==> src/rtl/sync_fifo_prog.sv <==
// Single-clock FIFO with programmable almost-full/almost-empty thresholds,
// occupancy count, sticky error flags, synchronous flush and selectable read mode.
module sync_fifo_prog #(
  parameter int WIDTH = 8,
  parameter int DEPTH = 16,
  parameter int SIZE  = $clog2(DEPTH),
  parameter bit FWFT  = 1'b0
) (
  input  logic             clk,
  input  logic             rstn,
  input  logic             flush,
  input  logic             wr_en,
  input  logic [WIDTH-1:0] wr_data,
  input  logic             rd_en,
  output logic [WIDTH-1:0] rd_data,
  output logic             rd_valid,
  input  logic [SIZE:0]    af_thresh,
  input  logic [SIZE:0]    ae_thresh,
  input  logic             err_clr,
  output logic [SIZE:0]    count,
  output logic             full,
  output logic             empty,
  output logic             almost_full,
  output logic             almost_empty,
  output logic             overflow,
  output logic             underflow
);
  localparam logic [SIZE:0] DEPTH_C = DEPTH[SIZE:0];

  logic [WIDTH-1:0] r_mem [DEPTH];
  logic [SIZE:0]    r_wr_ptr, r_rd_ptr, r_count;
  logic             r_ovf, r_udf;
  logic             w_full, w_empty, w_rd_acc, w_wr_acc;

  assign w_full   = (r_count == DEPTH_C);
  assign w_empty  = (r_count == '0);
  // Flush swallows same-cycle requests, so gate acceptance here once.
  assign w_rd_acc = !flush && rd_en && !w_empty;
  assign w_wr_acc = !flush && wr_en && (!w_full || w_rd_acc);

  assign count        = r_count;
  assign full         = w_full;
  assign empty        = w_empty;
  assign almost_full  = (r_count >= af_thresh);
  assign almost_empty = (r_count <= ae_thresh);
  assign overflow     = r_ovf;
  assign underflow    = r_udf;

  always_ff @(posedge clk) begin
    if (w_wr_acc) r_mem[r_wr_ptr[SIZE-1:0]] <= wr_data;
  end

  always_ff @(posedge clk or negedge rstn) begin
    if (!rstn) begin
      r_wr_ptr <= '0;
      r_rd_ptr <= '0;
      r_count  <= '0;
    end else if (flush) begin
      r_wr_ptr <= '0;
      r_rd_ptr <= '0;
      r_count  <= '0;
    end else begin
      if (w_wr_acc) r_wr_ptr <= r_wr_ptr + 1'b1;
      if (w_rd_acc) r_rd_ptr <= r_rd_ptr + 1'b1;
      case ({w_wr_acc, w_rd_acc})
        2'b10:   r_count <= r_count + 1'b1;
        2'b01:   r_count <= r_count - 1'b1;
        default: r_count <= r_count;
      endcase
    end
  end

  // Sticky errors: a new error in the same cycle as err_clr keeps the flag set.
  always_ff @(posedge clk or negedge rstn) begin
    if (!rstn) begin
      r_ovf <= 1'b0;
      r_udf <= 1'b0;
    end else begin
      if (!flush && wr_en && !w_wr_acc) r_ovf <= 1'b1;
      else if (err_clr)                 r_ovf <= 1'b0;
      if (!flush && rd_en && w_empty)   r_udf <= 1'b1;
      else if (err_clr)                 r_udf <= 1'b0;
    end
  end

  generate
    if (FWFT == 1'b0) begin : g_reg
      logic [WIDTH-1:0] r_rd_data;
      logic             r_rd_valid;
      always_ff @(posedge clk or negedge rstn) begin
        if (!rstn) begin
          r_rd_data  <= '0;
          r_rd_valid <= 1'b0;
        end else if (flush) begin
          r_rd_valid <= 1'b0;
        end else if (w_rd_acc) begin
          r_rd_data  <= r_mem[r_rd_ptr[SIZE-1:0]];
          r_rd_valid <= 1'b1;
        end else begin
          r_rd_valid <= 1'b0;
        end
      end
      assign rd_data  = r_rd_data;
      assign rd_valid = r_rd_valid;
    end else begin : g_fwft
      assign rd_data  = r_mem[r_rd_ptr[SIZE-1:0]];
      assign rd_valid = !w_empty;
    end
  endgenerate

  // Pointer relationship must agree with the occupancy counter.
  a_full_ptr: assert property (@(posedge clk) disable iff (!rstn)
    (((r_wr_ptr[SIZE-1:0] == r_rd_ptr[SIZE-1:0]) && (r_wr_ptr[SIZE] != r_rd_ptr[SIZE])) == w_full));
  a_empty_ptr: assert property (@(posedge clk) disable iff (!rstn)
    ((r_wr_ptr == r_rd_ptr) == w_empty));
  a_count_ptr: assert property (@(posedge clk) disable iff (!rstn)
    ((r_wr_ptr - r_rd_ptr) == r_count));
endmodule

==> config.mk <==
export PLATFORM = sky130hd
export DESIGN_NAME = sync_fifo_prog
export DESIGN_NICKNAME = d
export VERILOG_FILES = /design/src/rtl/sync_fifo_prog.sv
export SDC_FILE = /design/constraint.sdc
export NUM_CORES = 1
export LEC_CHECK = 0
export ABC_CLOCK_PERIOD_IN_PS = 4900
export BUFFER_PORTS_ARGS = -buffer_cell sky130_fd_sc_hd__buf_2
export CORE_AREA = 2 2 139 141
export CTS_BUF_LIST = sky130_fd_sc_hd__clkbuf_2 sky130_fd_sc_hd__clkbuf_4 sky130_fd_sc_hd__clkbuf_8
export CTS_CLUSTER_DIAMETER = 40
export DETAILED_ROUTE_END_ITERATION = 7
export DIE_AREA = 0 0 141 143
export PLACE_DENSITY = 0.49
export SLEW_MARGIN = 25
export SYNTH_ARGS = -nofsm -noshare
export SYNTH_HDL_FRONTEND = slang
export SYNTH_SLANG_ARGS = --single-unit
==> constraint.sdc <==
create_clock -name clk -period 4.9 [get_ports clk]
set_clock_uncertainty 0.05 [all_clocks]
set_input_delay 0 -clock clk [delete_from_list [all_inputs] [get_ports clk]]
set_output_delay 0 -clock clk [all_outputs]
set_load 0.05 [all_outputs]
Word level (Yosys, flattened, before mapping)
Memories as Yosys holds them, arrays and structs flattened. A register that Yosys moved wholly into a read port is not among the register bits.
Index checks and enable logic that the tools add are counted.
- logic and storage cells: 49
- bits in writable memories: 128
- output and inout port bits: 20
- input bits: 24
- register bits: 18
- memories kept: 1
- order comparisons: 2
- mux-type cells: 13
- $add $sub $neg: 4
- eq/ne operators: 3
- reductions and logical operators: 19
- bitwise logic cells: 1
- memories (name ; words ; bits a word ; rd ports ; clocked after Yosys merged registers in ; write ports ; RTL line ; text):
    r_mem ; 16 ; 8 ; 1 ; 1 ; 1 ; 30 ; logic [WIDTH-1:0] r_mem [DEPTH];
- operators by type and width (kind ; number):
    two-way mux 5 bit ; 5
    adder 5 x 1 -> 5 bit, second input constant ; 3
    case mux 5 bit (2 select lines) ; 1
    nonzero test 2 bit ; 4
    two-way mux 1 bit ; 7
    logical AND 1 bit ; 6
    equality test 5 bit, second input constant ; 1
    greater-or-equal comparator 5 bit ; 1
    less-or-equal comparator 5 bit ; 1
    zero test 1 bit ; 5
    zero test 5 bit ; 1
    subtractor 5 x 1 -> 5 bit, second input constant ; 1
    nonzero test 3 bit ; 1
    equality test 2 x 1 -> 1 bit, second input constant ; 1
    equality test 2 bit, second input constant ; 1
    AND reduction 2 bit ; 1
    logical OR 1 bit ; 1
    inverter 1 bit ; 1

Logic depth before layout (Yosys ltp)
- word-level depth: 8
- mapped depth: 12
- mapped depth without buffers: 12

Worst setup path after synthesis
No wires, ideal clock.
- path kind: register to register
- from: register r_count[1], in the netlist count[1]
- to: register r_count[4], in the netlist count[4]
- setup time: 0.136 ns
- cell stages (with the launch flop): 13
- path slack: 2.043 ns
- data arrival time: 2.671 ns
- clock period less this slack: 2.857 ns
- cell sequence: dfrtp_1 nor4_2 nand2_1 nand2b_1 inv_2 nand2b_1 inv_1 ha_1 nand2b_1 a21oi_1 or3b_2 a31oi_1 a21oi_1
- word-level cells in the longest chain between the ends: 8
- elaborated cells between the ends (all ways): 14
- those cells by class: add/sub (2); eq/ne (3); mux (2); reduce/logical (7)
- ends and longest elaborated chain (element ; RTL line ; text):
    start, declared ; 31 ; logic [SIZE:0] r_wr_ptr, r_rd_ptr, r_count;
    start signal, assigned ; 66 ; 2'b10: r_count <= r_count + 1'b1;
    start signal, assigned ; 67 ; 2'b01: r_count <= r_count - 1'b1;
    start signal, assigned ; 68 ; default: r_count <= r_count;
    zero test 5 bit ; 36 ; assign w_empty = (r_count == '0);
    zero test 1 bit ; 38 ; assign w_rd_acc = !flush && rd_en && !w_empty;
    logical AND 1 bit ; 38 ;
    logical OR 1 bit ; 39 ; assign w_wr_acc = !flush && wr_en && (!w_full || w_rd_acc);
    logical AND 1 bit ; 39 ;
    equality test 2 x 1 -> 1 bit / equality test 2 bit (equally long branches) ; 65 ; case ({w_wr_acc, w_rd_acc})
    case mux 5 bit (2 select lines) ; 65 ;
    two-way mux 5 bit ; 58 ; end else if (flush) begin
Several ways; a longest one is shown, not always the timed one.
A chain may end at the register's enable or synchronous reset.

Final worst setup path
Ends and elaborated chain as after synthesis.

==> metrics.cfg <==
[worst_setup_path]
cp_data_arrival_time_ps=4060
crit_path_end_kind=flop
cp_max_fo=11
required_ps=5190
critPathLaunchType=flop
crit_type=flop to flop

[floorplanning]
die_area_um2=20160
row_count=50
die_y_um=143
dieWidth_um=141
io_pins=44
start_util_pct=34.72
core_area_um2=18580

[placement]
io_buffers=43
gp_congestion=0.7463
dpl_cell_area_um2=6934
dp_hpwl_um=8603

[global_routing]
grt_pass1_wl_um=21230
grt_pass1_vias=3631
grt_max_degree=34
track_usage_pct=14.62
gr-total-overflow=0
grt_antenna_before_repair=0

[yosys]
synth_area_leaders=edfxtp_1, mux4_2, dfrtp_1, ha_1, mux2i_1
synthXorXnorAreaFrac_pct=1.222
synth_cells=378
synth_warnings=0
synth-edff-count=128
synth_top_area_share_pct=59.58
synth_top_area_cell=edfxtp_1
synth_nets=421
async_reset_ff_share_pct=15.79
synth-compound-area-share_pct=2.909
synthSimpleGateAreaFrac_pct=6.575
synthMuxAreaShare_pct=14.20
synth_area_per_cell_um2=17.07
synth_top_family_by_area=multiplexers
syn_area_um2=6451
dominantRegCellSynth=edfxtp_1
synth_adder_area_share_pct=3.801
synth-seq-cells=152
synth_cell_types=43
synth-seq-area-share_pct=68.89

[clocking]
cts.sinks=152
clk-insertion-delay-late_ps=450
cts_max_level=4
cts_tree=yes
cts_buffer_depth=2
cts-buffers-inserted=17
cts_hold_buf=15
cts_root_buf=clkbuf_8
post_cts_buffers=0
clk_pin_slew_ps=80
cts_resized=0

[run_status]
outcome=complete, no violations

[sta]
tightest_slew_ps=955.0
fmax_ghz=0.2652
whs_ps=28.95
setup_viol=0
totalNegativeSetupSlack_ps=0
period_minus_slack_ps=3771
finalCritPeriodShare_pct=76.95
report.final.slew_viol_count=0
rsz0062_at_grt=no
hold_viol=0
slew_headroom_pct=36.10

[final_layout]
utilization_pct=40.27
nFillCells=1677
multi_input_area_um2=1852
syn_to_final_growth_pct=15.98
final_cell_area_um2=7482
register_area_um2=4447
nets=489
layout_commonest_cell=edfxtp_1
diodes=0
drive_gt1_share_pct=27.02
layout_common_cells=edfxtp_1, buf_2, mux4_2

[power_and_ir_drop]
p_per_area_nw_per_um2=456.7
irDropWorstVdd_mv=0.1690
p_leak_uw=0.002650

[drt]
ant_nets=0
post_drt_via_cell_ratio=4.912
drc_errors=0
routedWlPerCell_um=19.54
routed_wl_um=13540
via_count=3404
drt_iter0_drc=211
first_pass_iters=4

[min_path]
hold_path.class=input port to async pin

[run]
max_cap_violations=0

[final cells by class]
type | instances | area share [%]
Inverter | 22 | 1.104
Clock inverter | 10 | 1.605
Clock buffer | 22 | 3.712
Sequential cell | 152 | 59.43
Timing Repair Buffer | 64 | 5.485
Tap cell | 234 | 3.913
Multi-Input combinational cell | 189 | 24.75
[state kept, by name, summed over array words and instances, names as in the netlist]
register and flops:
r_rd_ptr 4, rd_valid 1, rd_data 8, overflow 1, underflow 1, r_mem 128, r_wr_ptr 4, count 5
[final timing paths]
kind / from / to / slack (ps) / cells past startpoint
min in group clk: err_clr / overflow$_DFFE_PN0P_ / 260 / 3
worst min-delay path: rstn / count[1]$_DFFE_PN0P_ / 30 / 2
worst min register to register: rd_data[5]$_DFFE_PN0P_ / rd_data[5]$_DFFE_PN0P_ / 440 / 2
worst max register to register: count[1]$_DFFE_PN0P_ / count[4]$_DFFE_PN0P_ / 1130 / 13
worst max-delay path: count[1]$_DFFE_PN0P_ / count[4]$_DFFE_PN0P_ / 1130 / 13
max in group asynchronous: rstn / r_rd_ptr[3]$_DFFE_PN0P_ / 4340 / 2
[stage by stage]
stage | power (µW) | cells | setup WS (ps)
6_report | 3417 | 693 | 1129
5_1_grt | 3589 | 693 | 835.8
4_1_cts | 3465 | 693 | 1091
3_5_place_dp | 2487 | 646 | 1655
3_3_place_gp | 2480 | 646 | 1726
2_1_floorplan | 2258 | 378 | 2043
[kinds of logic (layout without fill, tap and decap cells)]
| family | after synthesis | count (layout) |
|---|---|---|
| DFF | 152 | 152 |
| and+or+nand+nor | 82 | 82 |
| muxes | 51 | 51 |
| buffers and inverters | 37 | 118 |
| AOI/OAI and AO/OA | 28 | 28 |
| adders and majority gates | 19 | 19 |
| xor gates and xnor gates | 9 | 9 |
[critical path, cell delays in order (launching register included)]
cell and delay [ps]:
dfrtp_1 470, nor4_2 460, nand2_1 190, nand2b_1 380, inv_2 130, nand2b_1 130, inv_1 80, ha_1 320
nand2b_1 80, a21oi_1 100, or3b_2 450, a31oi_1 170, a21oi_1 70, dlygate4sd3_1 560
[Yosys cell counts, types with 8 or more instances]
cell      number
edfxtp_1     128
nand2_1       23
and2_1         8
mux4_2        32
ha_1          18
mux2i_1       15
inv_1         21
xor2_1         8
nor2_1        18
dfrtp_1       24
[layer usage]
metal / track usage [%] / routed length, µm
met1: 19.06 / 6112
met3: 3.219 / 454
met5: 0 / 0
met2: 24.39 / 6801
met4: 5.053 / 174
[report_power, final]
part	internal, µW	switching (µW)
combinational	343	532
clock	492	466
sequential	1470	114
No activity file was read; power rests on OpenSTA's default activity.
